**src/rtl/gcd_datapath.sv**
```systemverilog
// GCD datapath: holds operands A/B, executes controller subtract commands,
// reports compare flags back, and hands the result off with a valid/ready pair.
module gcd_datapath #(
    parameter int WIDTH = 8
) (
    input  logic             clk,
    input  logic             rst,
    input  logic             in_valid,
    output logic             in_ready,
    input  logic [WIDTH-1:0] a_in,
    input  logic [WIDTH-1:0] b_in,
    input  logic             cmd_sub_a,
    input  logic             cmd_sub_b,
    output logic             A_greater_B_flag,
    output logic             done_flag,
    output logic             out_valid,
    input  logic             out_ready,
    output logic [WIDTH-1:0] gcd_out,
    output logic [WIDTH:0]   iter_count,
    output logic             protocol_err
);

    // state | meaning
    // IDLE  | waiting for an operand pair, in_ready=1
    // RUN   | executing controller commands until A == B
    // HOLD  | result presented with out_valid=1 until out_ready
    typedef enum logic [1:0] {
        IDLE = 2'd0,
        RUN  = 2'd1,
        HOLD = 2'd2
    } state_t;

    state_t           state_q, state_d;
    logic [WIDTH-1:0] a_q, a_d;
    logic [WIDTH-1:0] b_q, b_d;
    logic [WIDTH-1:0] gcd_q, gcd_d;
    logic [WIDTH:0]   iter_q, iter_d;
    logic             perr_q, perr_d;

    logic             a_gt_b;
    logic             a_eq_b;
    logic [WIDTH:0]   iter_inc;

    assign a_gt_b   = (a_q > b_q);
    assign a_eq_b   = (a_q == b_q);
    assign iter_inc = (&iter_q) ? iter_q : iter_q + 1'b1;

    always_ff @(posedge clk) begin
        if (rst) begin
            state_q <= IDLE;
            a_q     <= '0;
            b_q     <= '0;
            gcd_q   <= '0;
            iter_q  <= '0;
            perr_q  <= 1'b0;
        end else begin
            state_q <= state_d;
            a_q     <= a_d;
            b_q     <= b_d;
            gcd_q   <= gcd_d;
            iter_q  <= iter_d;
            perr_q  <= perr_d;
        end
    end

    always_comb begin
        state_d = state_q;
        a_d     = a_q;
        b_d     = b_q;
        gcd_d   = gcd_q;
        iter_d  = iter_q;
        perr_d  = 1'b0;

        case (state_q)
            IDLE: begin
                if (in_valid) begin
                    iter_d = '0;
                    if ((a_in == '0) || (b_in == '0)) begin
                        gcd_d   = a_in | b_in;
                        state_d = HOLD;
                    end else begin
                        a_d     = a_in;
                        b_d     = b_in;
                        state_d = RUN;
                    end
                end
            end
            RUN: begin
                // Equality wins over any command issued in the same cycle.
                if (a_eq_b) begin
                    gcd_d   = a_q;
                    state_d = HOLD;
                end else if (cmd_sub_a && cmd_sub_b) begin
                    perr_d = 1'b1;
                end else if (cmd_sub_a) begin
                    if (a_gt_b) begin
                        a_d    = a_q - b_q;
                        iter_d = iter_inc;
                    end else begin
                        perr_d = 1'b1;
                    end
                end else if (cmd_sub_b) begin
                    if (!a_gt_b) begin
                        b_d    = b_q - a_q;
                        iter_d = iter_inc;
                    end else begin
                        perr_d = 1'b1;
                    end
                end
            end
            HOLD: begin
                if (out_ready) begin
                    state_d = IDLE;
                end
            end
            default: begin
                state_d = IDLE;
            end
        endcase
    end

    assign in_ready         = (state_q == IDLE);
    assign out_valid        = (state_q == HOLD);
    assign A_greater_B_flag = (state_q == RUN) && a_gt_b;
    assign done_flag        = (state_q == RUN) && a_eq_b;
    assign gcd_out          = gcd_q;
    assign iter_count       = iter_q;
    assign protocol_err     = perr_q;

endmodule

```
**config.mk**
```make
export PLATFORM = sky130hd
export DESIGN_NAME = gcd_datapath
export DESIGN_NICKNAME = d
export VERILOG_FILES = /design/src/rtl/gcd_datapath.sv
export SDC_FILE = /design/constraint.sdc
export NUM_CORES = 1
export LEC_CHECK = 0
export ABC_AREA = 1
export CAP_MARGIN = 30
export CORE_ASPECT_RATIO = 1.25
export CORE_MARGIN = 5
export CORE_UTILIZATION = 35
export DETAILED_ROUTE_END_ITERATION = 7
export PLACE_DENSITY = 0.6
export SLEW_MARGIN = 30
export SYNTH_ARGS = -nofsm -noshare
export SYNTH_HDL_FRONTEND = slang
export SYNTH_SLANG_ARGS = --single-unit
```
**constraint.sdc**
```tcl
create_clock -name clk -period 2.17 [get_ports clk]
set_input_delay 0.3255 -clock clk [delete_from_list [all_inputs] [get_ports clk]]
set_output_delay 0.3255 -clock clk [all_outputs]
set_load 0.02 [all_outputs]
```
Word level (Yosys, flattened, before mapping)
Cells that the tools add are included.
{"block": "word_totals", "regBits": 36, "input_bits": 22}
{"block": "op_classes", "add_sub_neg": 3, "n_lt_le_gt_ge": 1, "n_eq_ne": 18, "muxes": 38, "n_bitwise": 2, "n_reduce_logical": 15}
{"cell": "$mux W8", "count": 16}
{"cell": "$mux W9", "count": 8}
{"cell": "$pmux W8 S2", "count": 3}
{"cell": "$ne A2 B2 Y1 const B", "count": 10}
{"cell": "$pmux W9 S2", "count": 1}
{"cell": "$logic_not A8 Y1", "count": 2}
{"cell": "$sub A8 B8 Y8", "count": 2}
{"cell": "$reduce_and A7 Y1", "count": 2}
{"cell": "$add A9 B1 Y9 const B", "count": 1}
{"cell": "$ne A3 B3 Y1 const B", "count": 3}
{"cell": "$reduce_and A9 Y1", "count": 1}
{"cell": "$eq A8 B8 Y1", "count": 1}
{"cell": "$gt A8 B8 Y1", "count": 1}
{"cell": "$mux W2", "count": 4}
{"cell": "$or A8 B8 Y8", "count": 1}
{"cell": "$reduce_and A8 Y1", "count": 1}
{"cell": "$pmux W2 S3", "count": 1}
{"cell": "$mux W1", "count": 5}
{"cell": "$ne A2 B1 Y1 const B", "count": 2}
{"cell": "$reduce_and A4 Y1", "count": 1}
{"cell": "$logic_and A1 B1 Y1", "count": 3}
{"cell": "$reduce_and A3 Y1", "count": 1}
{"cell": "$reduce_or A3 Y1", "count": 1}
{"cell": "$eq A2 B1 Y1 const B", "count": 1}
{"cell": "5 further kinds", "count": 5}

Depth between registers and ports, before layout
{"block": "depth", "word_depth": 8, "ltp_mapped": 17, "ltp_nobuf": 16}

Worst setup path before layout
OpenSTA, ideal clock, no wires.
{"block": "synth_path", "path_type": "register to register", "from": "register a_q[0]", "to": "register iter_q[8] (netlist: iter_count[8])", "arrival_time_ps": 1899, "slack_ps": 157, "stages_incl_launch_ff": 17, "period_less_slack_ps": 2013, "cell_sequence": "dfxtp_1 inv_1 ha_1 fa_1 inv_1 nand2_1 nand2_1 nand3_2 nand2_2 nand2_2 nand2_2 nand2_2 nand2_4 nand3_4 buf_6 a21oi_1 nor2_1"}
{"block": "synth_between", "elab_chain_len": 3, "elab_cells_between_ends": 6, "classes_between": "order compare: 1; eq/ne: 4; reduce/logical: 1"}
{"element": "start, declared", "line_no": "34", "source": "logic [WIDTH-1:0] a_q, a_d;"}
{"element": "start signal, assigned", "line_no": "51", "source": "a_q <= '0;"}
{"element": "start signal, assigned", "line_no": "58", "source": "a_q <= a_d;"}
{"element": "$gt A8 B8 Y1 or $eq A8 B8 Y1 (tied branches)", "line_no": "44, 45"}
{"element": "$ne A3 B3 Y1 (no line) or $ne A2 B2 Y1 (tied branches)"}
{"element": "$reduce_and A7 Y1 (no line) *"}
{"element": "end signal, assigned", "line_no": "61", "source": "iter_q <= iter_d;"}
{"element": "end, declared", "line_no": "37", "source": "logic [WIDTH:0] iter_q, iter_d;"}
Every way passes the cells marked *; elsewhere a longest branch is shown, timed or not.
A chain may end at the register's enable or synchronous reset.

Worst setup path in the final report
{"block": "layout_path", "from": "register a_q[0]", "to": "output A_greater_B_flag"}
{"block": "layout_between", "elab_chain_len": 2}
{"element": "$gt A8 B8 Y1", "line_no": "44", "source": "assign a_gt_b = (a_q > b_q);"}
{"element": "$logic_and A1 B1 Y1", "line_no": "124", "source": "assign A_greater_B_flag = (state_q == RUN) && a_gt_b;"}
{"element": "end, declared", "line_no": "14", "source": "output logic A_greater_B_flag,"}
Every way passes these cells.

==> load_flow_metrics.sql <==
INSERT INTO impl_metrics (metric_group, metric, value, unit) VALUES
('outcome', 'run_status', 'finished clean', ''),
('critical_path', 'critical_path.reg2reg.startpoint', 'a_q[0]', ''),
('placed_design', 'place.detailed.instances', '575', ''),
('placed_design', 'placedInstanceArea', '0.00342', 'mm2'),
('floorplanning', 'floorplan.die.height', '107', 'um'),
('clock_tree', 'worst_setup_hold_path_clk_slew', '0.08', 'ns'),
('yosys', 'synth_common_cells', '83 x sky130_fd_sc_hd__nand2_1, 65 x sky130_fd_sc_hd__nor2_1, 52 x sky130_fd_sc_hd__inv_1', ''),
('placed_design', 'place_congestion', '0.899', ''),
('routing', 'met3_wirelength', '382', 'um'),
('flow_run', 'cap_violations', '0', ''),
('routing', 'wl_per_cell', '13.5', 'um'),
('yosys', 'avgSynthCellArea', '6.37', 'um2'),
('yosys', 'synth_area', '0.00263', 'mm2'),
('placed_design', 'buffer_ports.inserted', '43', ''),
('timing', 'final.setup_skew', '0.00830', 'ns'),
('power', 'pwr_density_cell', '1570', 'mW/mm2'),
('grt', 'first_pass_grt_wire_length', '12300', 'um'),
('critical_path', 'r2r.worst_path.cells', '17', ''),
('critical_path', 'critPathCaptureType', 'primary output', ''),
('grt', 'grt_antenna_before_repair', '0', ''),
('critical_path', 'cp.required', '1.84', 'ns'),
('timing', 'maxSlewViolCount', '0', ''),
('power', 'power.leakage', '1.68', 'nW'),
('placed_design', 'place.detailed.hpwl', '6020', 'um'),
('power', 'total_power', '5.78', 'mW'),
('min_path', 'hold_start', 'b_q[7]', ''),
('critical_path', 'crit_path_top_delay_cell', 'sky130_fd_sc_hd__fa_2', ''),
('routing', 'drt_total_wl', '7910', 'um'),
('timing', 'period_minus_slack', '2.15', 'ns'),
('routing', 'detail-route-antenna-nets', '0', ''),
('clock_tree', 'cts_tree', 'done', ''),
('yosys', 'ys.warnings.count', '0', ''),
('critical_path', 'crit_type', 'reg -> out', ''),
('clock_tree', 'cts_buffers', '5', ''),
('clock_tree', 'holdBufCountCts', '0', ''),
('routing', 'drc', '0', ''),
('clock_tree', 'clock_sinks', '36', ''),
('critical_path', 'crit_chain', 'inv_2 -> ha_4 -> fa_2 -> inv_2 -> nand2_2 -> nand2_2 -> nand3_2 -> nand2_2 -> nand2_1 -> inv_1 -> buf_4', ''),
('yosys', 'synthesis.instances', '412', ''),
('routing', 'route.met2.wl', '4130', 'um'),
('timing', 'count_of_final_setup_violators', '0', ''),
('critical_path', 'worst-endpoint-arrival', '1.82', 'ns'),
('min_path', 'whs_endpoint', 'b_q[7]', ''),
('yosys', 'async_flop_share', '0', '%'),
('routing', 'vias', '2906', ''),
('critical_path', 'timing.critical_path.from_type', 'register', ''),
('min_path', 'worst_hold_path.num_cells', '2', ''),
('floorplanning', 'num_rows', '35', ''),
('timing', 'grt_setup_unrepaired', 'yes', ''),
('critical_path', 'critical_path.top_delay_family', 'adder cells', ''),
('floorplanning', 'placeableCoreArea', '0.00736', 'mm2'),
('layout', 'final_area', '0.00368', 'mm2'),
('timing', 'max_clock_freq', '466', 'MHz'),
('timing', 'post-route-period-util', '98.9', '%'),
('yosys', 'synth_seq_cells', '36', ''),
('clock_tree', 'ctsRootBufferMaster', 'sky130_fd_sc_hd__clkbuf_8', ''),
('routing', 'vias_per_cell', '4.97', ''),
('yosys', 'dominantRegCellSynth', 'sky130_fd_sc_hd__dfxtp_1', ''),
('routing', 'top_layer', 'met4', ''),
('critical_path', 'cpMostUsedCell', 'sky130_fd_sc_hd__nand2_2', ''),
('routing', 'drt-pass1-iter-count', '4', ''),
('yosys', 'part_of_the_yosys_area_used_for_sequential_elements', '27.4', '%'),
('critical_path', 'timing.reg2reg.setup_slack', '0.03', 'ns'),
('yosys', 'synthDistinctLibCells', '38', ''),
('critical_path', 'timing.critical_path.buf_inv', '4', ''),
('timing', 'worstMarginPinSlew', '0.366', 'ns'),
('timing', 'timing_hold_violations_final', '0', ''),
('clock_tree', 'clk_latency', '0.30', 'ns'),
('timing', 'fin_hold_ws', '0.476', 'ns'),
('layout', 'antennaDiodeCount', '0', ''),
('grt', 'first_global_vias', '2687', '');
-- per-stage QoR --
step | setup TNS (ns) | setup WS, ns
after floorplan | 0 | 0.157
after detailed placement | -1.17 | -0.206
after global routing | -1.16 | -0.119
final | 0 | 0.0238
after global placement | -0.596 | -0.182
after CTS | 0 | 0.0115
-- cell families (layout without fill, tap and decap cells) --
logic type / count (synthesis) / in the layout / share of synthesized area, %
adders and majority gates: 19 / 19 / 9.62
AOI/OAI and AO/OA: 85 / 85 / 17.4
buffers and inverters: 70 / 150 / 10.9
xor gates and xnor gates: 1 / 1 / 0.334
DFF: 36 / 36 / 27.4
and+or+nand+nor: 201 / 202 / 34.4
-- state kept, by name (all words and copies together), names as in the netlist --
| register | cells |
|---|---|
| iter_count | 9 |
| state_q | 2 |
| gcd_out | 8 |
| protocol_err | 1 |
| a_q | 8 |
| b_q | 8 |
-- per-layer routing --
metal,up-vias,track usage (%)
met4,0,5.48
met2,73,30.0
met5,-,0
met3,12,2.46
met1,1342,19.8
li1,1479,-
-- worst min-delay path, cell delays in order, from the launching register on --
cell                      delay (ns)
sky130_fd_sc_hd__dfxtp_1        0.32
sky130_fd_sc_hd__nand2_1        0.06
sky130_fd_sc_hd__a21oi_1        0.05
-- layout by cell type (no fill, tap or decap), types with 3 or more instances in the layout --
master / count
sky130_fd_sc_hd__ha_1: 15
sky130_fd_sc_hd__buf_4: 38
sky130_fd_sc_hd__or2_2: 3
sky130_fd_sc_hd__nor2_2: 5
sky130_fd_sc_hd__o21ai_1: 5
sky130_fd_sc_hd__nand2_4: 5
sky130_fd_sc_hd__a21oi_2: 5
sky130_fd_sc_hd__clkdlybuf4s50_1: 41
sky130_fd_sc_hd__nand4_1: 5
sky130_fd_sc_hd__clkbuf_8: 7
sky130_fd_sc_hd__nand2_1: 77
sky130_fd_sc_hd__nor2_1: 62
sky130_fd_sc_hd__inv_2: 6
sky130_fd_sc_hd__dfxtp_1: 35
sky130_fd_sc_hd__nand3_1: 18
sky130_fd_sc_hd__o211ai_1: 6
sky130_fd_sc_hd__or2_1: 3
sky130_fd_sc_hd__inv_1: 50
sky130_fd_sc_hd__o21ai_0: 30
sky130_fd_sc_hd__o21ai_2: 4
sky130_fd_sc_hd__nand2_2: 12
sky130_fd_sc_hd__nor3_1: 3
sky130_fd_sc_hd__a21oi_1: 29
sky130_fd_sc_hd__buf_6: 5
-- final cells by class --
class	count	area, um2
Fill cell	752	3680
Multi-Input combinational cell	307	1750
Timing Repair Buffer	86	777
Inverter	57	219
Clock buffer	7	96.3
Sequential cell	36	722
Tap cell	92	115
-- repair_timing --
| action | CTS | global route |
|---|---|---|
| gates cloned | 1 | 0 |
| resized for setup | 22 | 34 |
| endpoints found under the setup margin | 19 | 32 |
| buffers inserted | 1 | 1 |
| pin swaps | 3 | 17 |
-- power breakdown --
| group | switching, mW | internal, mW |
|---|---|---|
| Combinational | 2.38 | 1.83 |
| Clock | 0.261 | 0.283 |
| Sequential | 0.147 | 0.879 |
-- how the worst max path moves through the flow --
stage / startpoint / endpoint / slack [ns] / cells after the start
2_1_floorplan: a_q[0] / iter_count[8] / 0.16 / 16
3_3_place_gp: a_q[0] / A_greater_B_flag / -0.18 / 11
3_5_place_dp: a_q[0] / A_greater_B_flag / -0.21 / 11
4_1_cts: a_q[6] / A_greater_B_flag / 0.01 / 9
5_1_grt: a_q[0] / A_greater_B_flag / -0.12 / 11
6_report: a_q[0] / A_greater_B_flag / 0.02 / 11
Power figures use the tool's default switching activity.
